### config.mk
export PLATFORM = sky130hd
export DESIGN_NAME = sop_frame_sequencer
export DESIGN_NICKNAME = d
export VERILOG_FILES = /design/src/rtl/sop_frame_sequencer.sv
export SDC_FILE = /design/constraint.sdc
export NUM_CORES = 1
export LEC_CHECK = 0
export CORE_MARGIN = 4
export CORE_UTILIZATION = 45
export DETAILED_ROUTE_END_ITERATION = 10
export MAX_ROUTING_LAYER = met4
export PLACE_DENSITY = 0.74
export SLEW_MARGIN = 10
export SYNTH_ARGS = -nofsm -noshare
export SYNTH_HDL_FRONTEND = slang
export SYNTH_SLANG_ARGS = --single-unit
### constraint.sdc
create_clock -name clk -period 6.6 [get_ports clk]
set_input_delay 1.32 -clock clk [delete_from_list [all_inputs] [get_ports clk]]
set_output_delay 1.32 -clock clk [all_outputs]
set_load 0.005 [all_outputs]
### src/rtl/sop_frame_sequencer.sv
// -----------------------------------------------------------------------------
// sop_frame_sequencer
//
// Frame controller for an external 4-tap sum-of-products datapath
//   final_sum = c11*x[n] + c12*x[n-1] + c21*x[n-2] + c22*x[n-3]
// whose output is registered once (SOP_LATENCY cycles from sop_data_in to
// sop_final_sum).
//
// Each frame clears the datapath delay line, streams frame_len samples that
// must arrive back-to-back, then feeds three zeros so the whole convolution
// (frame_len + 3 results) comes out. Every result is tagged with m_valid.
// Coefficients are written into a shadow bank at any time and copied into
// the active bank only when a frame is accepted.
//
// Optional feature (macro SOP_FRAME_CNT_EN): adds output frame_cnt[15:0],
// counting completed (non-aborted) frames, wrapping at 0xFFFF.
//
// Ports:
//   clk, rst            clock, asynchronous active-high reset
//   start, frame_len    frame request; length sampled on acceptance
//   busy, done          controller not idle; one-cycle end-of-frame/abort pulse
//   err_underrun        sticky underrun flag, cleared by the next accepted start
//   cfg_we/addr/data    shadow coefficient write (0=c11 1=c12 2=c21 3=c22)
//   s_valid/s_ready/s_data   sample input handshake (s_ready only in RUN)
//   sop_clr             datapath clear (drives the datapath reset)
//   sop_data_in         datapath sample input
//   sop_coef11..22      active coefficients
//   sop_final_sum       datapath result
//   m_valid, m_data     result stream (m_data is sop_final_sum)
// -----------------------------------------------------------------------------
module sop_frame_sequencer #(
  parameter int DATA_WIDTH  = 4,
  parameter int LEN_W       = 8,
  parameter int SOP_LATENCY = 1
) (
  input  logic                    clk,
  input  logic                    rst,
  input  logic                    start,
  input  logic [LEN_W-1:0]        frame_len,
  output logic                    busy,
  output logic                    done,
  output logic                    err_underrun,
  input  logic                    cfg_we,
  input  logic [1:0]              cfg_addr,
  input  logic [DATA_WIDTH-1:0]   cfg_data,
  input  logic                    s_valid,
  input  logic [DATA_WIDTH-1:0]   s_data,
  output logic                    s_ready,
  output logic                    sop_clr,
  output logic [DATA_WIDTH-1:0]   sop_data_in,
  output logic [DATA_WIDTH-1:0]   sop_coef11,
  output logic [DATA_WIDTH-1:0]   sop_coef12,
  output logic [DATA_WIDTH-1:0]   sop_coef21,
  output logic [DATA_WIDTH-1:0]   sop_coef22,
  input  logic [2*DATA_WIDTH+1:0] sop_final_sum,
  output logic                    m_valid,
  output logic [2*DATA_WIDTH+1:0] m_data
`ifdef SOP_FRAME_CNT_EN
  ,
  output logic [15:0]             frame_cnt
`endif
);

  localparam logic [LEN_W-1:0] CNT_ZERO   = {LEN_W{1'b0}};
  localparam logic [LEN_W-1:0] CNT_ONE    = {{(LEN_W-1){1'b0}}, 1'b1};
  localparam logic [LEN_W-1:0] FLUSH_LAST = LEN_W'(2'd2);
  // The drain waits one extra cycle for the tag flop that sits beside
  // sop_data_in, so done lands the cycle after the last m_valid.
  localparam logic [LEN_W-1:0] DRAIN_LAST = LEN_W'(SOP_LATENCY);

  typedef enum logic [2:0] {
    ST_IDLE  = 3'd0,
    ST_CLEAR = 3'd1,
    ST_RUN   = 3'd2,
    ST_FLUSH = 3'd3,
    ST_DRAIN = 3'd4,
    ST_ABORT = 3'd5
  } state_e;

  state_e                        state_q, state_d;
  logic [LEN_W-1:0]              len_q, len_d;
  logic [LEN_W-1:0]              cnt_q, cnt_d, cnt_inc;
  logic [3:0][DATA_WIDTH-1:0]    shadow_q, shadow_d;
  logic [3:0][DATA_WIDTH-1:0]    active_q, active_d;
  logic                          err_q, err_d;
  logic                          done_q, done_d;
  logic                          busy_q, busy_d;
  logic                          s_ready_q, s_ready_d;
  logic                          sop_clr_q, sop_clr_d;
  logic [DATA_WIDTH-1:0]         sop_data_q, sop_data_d;
  logic                          tag_q, tag_d;
  logic [SOP_LATENCY-1:0]        vpipe_q, vpipe_d;
  logic                          accept;
  logic                          push;
  logic                          flush_pipe;
  logic                          frame_complete;

  assign accept         = (state_q == ST_IDLE) && start && (frame_len != CNT_ZERO);
  assign cnt_inc        = cnt_q + CNT_ONE;
  assign frame_complete = (state_q == ST_DRAIN) && (state_d == ST_IDLE);

  // FSM state register
  always_ff @(posedge clk or posedge rst) begin
    if (rst) begin
      state_q <= ST_IDLE;
    end else begin
      state_q <= state_d;
    end
  end

  // FSM next-state logic
  always_comb begin
    state_d = state_q;
    case (state_q)
      ST_IDLE: begin
        if (accept) state_d = ST_CLEAR;
        else        state_d = ST_IDLE;
      end
      ST_CLEAR: state_d = ST_RUN;
      ST_RUN: begin
        // The datapath has no enable, so a missing sample ends the frame.
        if (!s_valid)              state_d = ST_ABORT;
        else if (cnt_inc == len_q) state_d = ST_FLUSH;
        else                       state_d = ST_RUN;
      end
      ST_FLUSH: begin
        if (cnt_q == FLUSH_LAST) state_d = ST_DRAIN;
        else                     state_d = ST_FLUSH;
      end
      ST_DRAIN: begin
        if (cnt_q == DRAIN_LAST) state_d = ST_IDLE;
        else                     state_d = ST_DRAIN;
      end
      ST_ABORT: state_d = ST_IDLE;
      default:  state_d = ST_IDLE;
    endcase
  end

  // FSM outputs, decoded one cycle ahead so every output comes from a flop
  always_comb begin
    busy_d    = (state_d != ST_IDLE);
    s_ready_d = (state_d == ST_RUN);
    sop_clr_d = (state_d == ST_CLEAR) || (state_d == ST_ABORT);
    done_d    = frame_complete || (state_q == ST_ABORT);
    push      = ((state_q == ST_RUN) && s_valid) || (state_q == ST_FLUSH);
    if ((state_q == ST_RUN) && s_valid) begin
      sop_data_d = s_data;
    end else begin
      sop_data_d = {DATA_WIDTH{1'b0}};
    end
  end

  // Frame bookkeeping: length, counter, coefficient banks, error, valid pipe
  always_comb begin
    len_d    = len_q;
    err_d    = err_q;
    active_d = active_q;
    shadow_d = shadow_q;
    vpipe_d  = vpipe_q;

    if (cfg_we) begin
      shadow_d[cfg_addr] = cfg_data;
    end else begin
      shadow_d = shadow_q;
    end

    // Active bank takes the shadow as it was before this cycle's write.
    if (accept) begin
      len_d    = frame_len;
      err_d    = 1'b0;
      active_d = shadow_q;
    end else if ((state_q == ST_RUN) && !s_valid) begin
      err_d = 1'b1;
    end else begin
      err_d = err_q;
    end

    // One counter serves RUN, FLUSH and DRAIN; it restarts on every transition.
    if (state_d != state_q) begin
      cnt_d = CNT_ZERO;
    end else if ((state_q == ST_RUN) || (state_q == ST_FLUSH) || (state_q == ST_DRAIN)) begin
      cnt_d = cnt_inc;
    end else begin
      cnt_d = CNT_ZERO;
    end

    // tag_q travels with sop_data_in; the pipe then matches the datapath latency.
    flush_pipe = (state_d == ST_ABORT) || (state_q == ST_ABORT);
    tag_d      = push && !flush_pipe;
    if (flush_pipe) begin
      vpipe_d = {SOP_LATENCY{1'b0}};
    end else begin
      vpipe_d[0] = tag_q;
      for (int i = 1; i < SOP_LATENCY; i++) begin
        vpipe_d[i] = vpipe_q[i-1];
      end
    end
  end

  // Registered datapath-control, status and coefficient state
  always_ff @(posedge clk or posedge rst) begin
    if (rst) begin
      len_q      <= CNT_ZERO;
      cnt_q      <= CNT_ZERO;
      shadow_q   <= {(4*DATA_WIDTH){1'b0}};
      active_q   <= {(4*DATA_WIDTH){1'b0}};
      err_q      <= 1'b0;
      done_q     <= 1'b0;
      busy_q     <= 1'b0;
      s_ready_q  <= 1'b0;
      sop_clr_q  <= 1'b0;
      sop_data_q <= {DATA_WIDTH{1'b0}};
      tag_q      <= 1'b0;
      vpipe_q    <= {SOP_LATENCY{1'b0}};
    end else begin
      len_q      <= len_d;
      cnt_q      <= cnt_d;
      shadow_q   <= shadow_d;
      active_q   <= active_d;
      err_q      <= err_d;
      done_q     <= done_d;
      busy_q     <= busy_d;
      s_ready_q  <= s_ready_d;
      sop_clr_q  <= sop_clr_d;
      sop_data_q <= sop_data_d;
      tag_q      <= tag_d;
      vpipe_q    <= vpipe_d;
    end
  end

`ifdef SOP_FRAME_CNT_EN
  logic [15:0] frame_cnt_q, frame_cnt_d;

  // Completed-frame counter next value (aborted frames are not counted)
  always_comb begin
    if (frame_complete) begin
      frame_cnt_d = frame_cnt_q + 16'd1;
    end else begin
      frame_cnt_d = frame_cnt_q;
    end
  end

  // Completed-frame counter register
  always_ff @(posedge clk or posedge rst) begin
    if (rst) begin
      frame_cnt_q <= 16'd0;
    end else begin
      frame_cnt_q <= frame_cnt_d;
    end
  end

  assign frame_cnt = frame_cnt_q;
`endif

  assign busy         = busy_q;
  assign done         = done_q;
  assign err_underrun = err_q;
  assign s_ready      = s_ready_q;
  assign sop_clr      = sop_clr_q;
  assign sop_data_in  = sop_data_q;
  assign sop_coef11   = active_q[0];
  assign sop_coef12   = active_q[1];
  assign sop_coef21   = active_q[2];
  assign sop_coef22   = active_q[3];
  assign m_valid      = vpipe_q[SOP_LATENCY-1];
  assign m_data       = sop_final_sum;

endmodule

== After elaboration in Yosys (flattened, before gate mapping) ==
Index checks and enable logic that the tools add are counted.
Word-level totals
  bits in registers: 62
  word-level logic and storage cells: 69
  output and inout port bits: 36
  input bits: 33
Operators by class
  multiplexer cells: 15
  $lt $le $gt $ge: 2
  eq/ne operators: 12
  add/sub/neg operators: 1
  reduce and logical (&&, ||, !) cells: 20
Operators with widths (count)
  16-bit bitwise mux: 1
  8-bit two-way mux: 2
  3-bit case mux with 5 select lines: 1
  3-bit by 2-bit == test with 1-bit output, second input constant: 3
  3-bit == test, second input constant: 3
  3-bit two-way mux: 3
  8-bit by 1-bit adder with 8-bit output, second input constant: 1
  4-bit demux with 2-bit select: 1
  8-bit by 1-bit == test with 1-bit output, second input constant: 1
  8-bit by 2-bit == test with 1-bit output, second input constant: 1
  8-bit == test: 1
  4-bit two-way mux: 2
  8-bit nonzero test: 1
  1-bit logical AND: 7
  3-bit by 1-bit == test with 1-bit output, second input constant: 2
  3-bit zero test: 2
  1-bit logical OR: 6
  1-bit two-way mux: 5
  2-bit by 3-bit < comparator with 1-bit output, second input constant: 1
  3-bit inequality test: 1
  3-bit nonzero test: 1
  2-bit by 1-bit >= comparator with 1-bit output, second input constant: 1
  1-bit zero test: 2
  2-bit nonzero test: 1

== Longest topological paths before layout ==
  word-level depth: 9
  depth in mapped cells: 7
  depth with buffers taken out: 7

== Worst setup path after synthesis ==
Ideal clock, no wire load.
  path type: in2reg
  start point: input frame_len[0]
  end point: register len_q[4]
  slack: 3407 ps
  buffers on the path: 1
  setup time: 125 ps
  data arrival time: 3069 ps
  cell stages on the path: 5
  cells stage by stage: or4_1 > or4_1 > o21ai_2 > buf_6 > mux2_2
On the way
  cells in the longest elaborated chain, start to end: 2
RTL lines
  from (decl): line 39  | input logic [LEN_W-1:0] frame_len,
  8-bit nonzero test: line 98  | assign accept = (state_q == ST_IDLE) && start && (frame_len != CNT_ZERO);
  1-bit logical AND: line 98
  to (signal assigned): line 216  | len_q <= len_d;
  to (decl): line 81  | logic [LEN_W-1:0] len_q, len_d;
Every way passes these cells.
A chain may end at the register's enable or synchronous reset.

== Worst setup path after layout ==
  start point: input frame_len[0]
  end point: register busy_q, in the netlist busy
On the way
  cells in the longest elaborated chain, start to end: 5
RTL lines
  8-bit nonzero test: line 98
  1-bit logical AND: line 98
  1-bit two-way mux: line 116  | if (accept) state_d = ST_CLEAR;
  3-bit case mux with 5 select lines: line 114  | case (state_q)
  3-bit nonzero test: line 141  | busy_d = (state_d != ST_IDLE);
  via busy_d: line 87  | logic busy_q, busy_d;
  to (signal assigned): line 222  | busy_q <= busy_d;
  to (decl): line 87
The timed path passes the listed nets, and every way through them passes these cells.

==> qor.csv <==
metric,value,unit
status,completed,
port_buffers,48,
synth_edf_count,0,
wirelength,5.21,mm
synthArstFlopShare,100,%
htreeDepth,3,
synthesis.nets,251,
crit_top_cell,or4_1,
die_h,86.5,um
power_switching_share,28.8,%
hp-class,flip-flop to flip-flop,
avgSynthCellArea,12.9,um^2
nets,299,
p_leak,1.51,nW
cts_sinks,62,
post_drt_via_cell_ratio,5.14,
cts_max_path_buffers,2,
power.share.sequential,41.1,%
clockPowerShare,25.4,%
tns,0,ns
synth_common_cells,"dfrtp_1 (62), mux2_2 (35), nand2_1 (18), buf_4 (10), nor3_1 (10)",
maxSlewViolCount,0,
dp_hpwl,3.67,mm
die_area,7490,um^2
path_cells,clkdlybuf4s50_1 > or4_1 > or4_1 > o21ai_2 > buf_4 > a21boi_2 > o211ai_1,
syn_to_final_growth,25.6,%
grt_max_degree,63,
fmax,290,MHz
setup.worst_path.class,input pin to flip-flop,
pwr-share-comb,33.5,%
cp_max_fo,22,
ctsRootBufferMaster,clkbuf_8,
ir_drop,0.214,mV
fin_hold_ws,0.488,ns
yosys_register_bits,62,
critPathMaxStageDelay,0.51,ns
fp-row-count,28,
synth_area_leader_cell,dfrtp_1,
crit_slowest_cell,or4_1,
finClkSkew,0.00493,ns
tritoncts,built,
ys_warn_count,0,
grt_pass1_wl,9.09,mm
finalSetupViolations,0,
max-slew-margin-rel,47.6,%
drc,0,
io_pins,69,
syn_area,2780,um^2
min_period,3.44,ns
synth_most_common_cell,dfrtp_1,
ys_seq_area_share,55.9,%
dr.first_iter.drc_count,66,
core-area,5960,um^2
antenna_cells,0,
die_x,86.5,um
min_period_over_period,52.2,%
antenna_found_initial,0,
synth_cell_types,41,
synth_top_area_share,55.9,%
start_kind,input pin,
max_cap_violations,0,
dr.pass1.iters,4,
utilization,58.5,%
start_util,46.6,%
postCtsResizedCells,0,
crit_required,6.82,ns
synth_cells,215,
grt_pass1_vias,1878,
clk_latency,0.34,ns
hold_violations,0,
power_density,415,nW/um^2
cts_hold_buffers,0,
synthTopCellsByArea,"dfrtp_1 (56%), mux2_2 (14%), xnor2_1 (2.8%)",
switching_power,416,uW
crit_arrival,3.66,ns
fillers,500,
grt.overflow.total,0,
rsz0062_at_grt,no,
drive_gt1_share,22.0,%
intPower,1.03,mW
worstSetupEndpointType,flip-flop,
cts_setup_buffers,0,
numCtsBuffers,9,
grtUsageTotal,16.3,%
via_count,1762,
ys.flop_type,dfrtp_1,
path_clk_slew,0.07,ns
worst_slew_pin_slew,0.783,ns
ant_nets,0,
routabilityCongestion,0.868,
wl_per_cell,15.2,um
[through the flow]
step                setup slack [ns]  instances  power [mW]  area [um^2]
floorplan                       3.41        215       0.880         2780
global placement                2.88        327        1.08         3260
detailed placement              2.80        327        1.09         3260
CTS                             3.17        343        1.46         3490
global route                    3.00        343        1.55         3490
finish                          3.16        343        1.45         3490
[area by class of cell]
class	instances	area (um^2)	share of cell area [%]
Timing Repair Buffer	50	495	14.2
Multi-Input combinational cell	132	1090	31.3
Clock inverter	6	85.1	2.44
Tap cell	75	93.8	2.69
Sequential cell	62	1550	44.5
Inverter	8	30.0	0.861
Clock buffer	10	138	3.95
[layout by cell type (no fill, tap or decap), types with 4 or more instances in the layout]
cell type / n
clkbuf_8: 10
dfrtp_1: 62
xnor2_1: 9
nand2_1: 18
and2_1: 4
a21oi_1: 5
inv_1: 7
nor3_1: 10
nand3_1: 5
mux2_2: 35
nor2_1: 7
clkdlybuf4s50_1: 48
[final timing paths]
| check | start | end | slack (ns) | cells after the start |
|---|---|---|---|---|
| max in group asynchronous | rst | shadow_q[12]$_DFFE_PP0P_ | 4.60 | 3 |
| setup / recovery | frame_len[0] | busy$_DFF_PP0_ | 3.16 | 7 |
| hold reg to reg | tag_q$_DFF_PP0_ | m_valid$_DFF_PP0_ | 0.49 | 1 |
| setup reg to reg | cnt_q[0]$_DFF_PP0_ | s_ready$_DFF_PP0_ | 4.07 | 7 |
| hold / removal | tag_q$_DFF_PP0_ | m_valid$_DFF_PP0_ | 0.49 | 1 |
| min in group asynchronous | rst | sop_coef12[2]$_DFFE_PP0P_ | 1.51 | 3 |
[layer usage]
layer | vias to the layer above | GRT usage (%) | routed length [um]
li1 | 828 | - | -
met1 | 868 | 20.2 | 2240
met2 | 54 | 24.6 | 2560
met3 | 12 | 5.04 | 304
met4 | 0 | 7.37 | 112
met5 | - | - | 0
[state kept, by name (all words and copies together) (netlist names), 3 cells and up]
register and cells:
cnt_q 8, sop_data_in 4, sop_coef11 4, len_q 8, shadow_q 16, sop_coef21 4
sop_coef12 4, state_q 3, sop_coef22 4
[power by group through the flow]
stage / sequential [mW] / clock (mW) / combinational [mW]
3_3_place_gp: 0.602 / 0 / 0.478
6_report: 0.595 / 0.368 / 0.485
5_1_grt: 0.616 / 0.393 / 0.539
4_1_cts: 0.597 / 0.375 / 0.492
2_1_floorplan: 0.590 / 0 / 0.290
3_5_place_dp: 0.602 / 0 / 0.489
[worst max-delay path: cells and delay by family]
| kind | cells | cell delay (ns) |
|---|---|---|
| AO/OA/AOI/OAI | 3 | 0.62 |
| buffers and inverters | 2 | 0.75 |
| AND/OR/NAND/NOR | 2 | 0.97 |
[cell families (layout without fill, tap and decap cells)]
group                    after synthesis  after routing  synth area share, %
multiplexers                          35             35                 14.2
AND/OR/NAND/NOR                       61             61                 11.6
XOR/XNOR                              14             14                 6.54
AO/OA/AOI/OAI                         19             19                 5.64
buffers and inverters                 21             74                 4.73
flip-flops                            62             62                 55.9
adder cells (fa/ha/maj)                3              3                 1.35
Power figures use the tool's default switching activity.
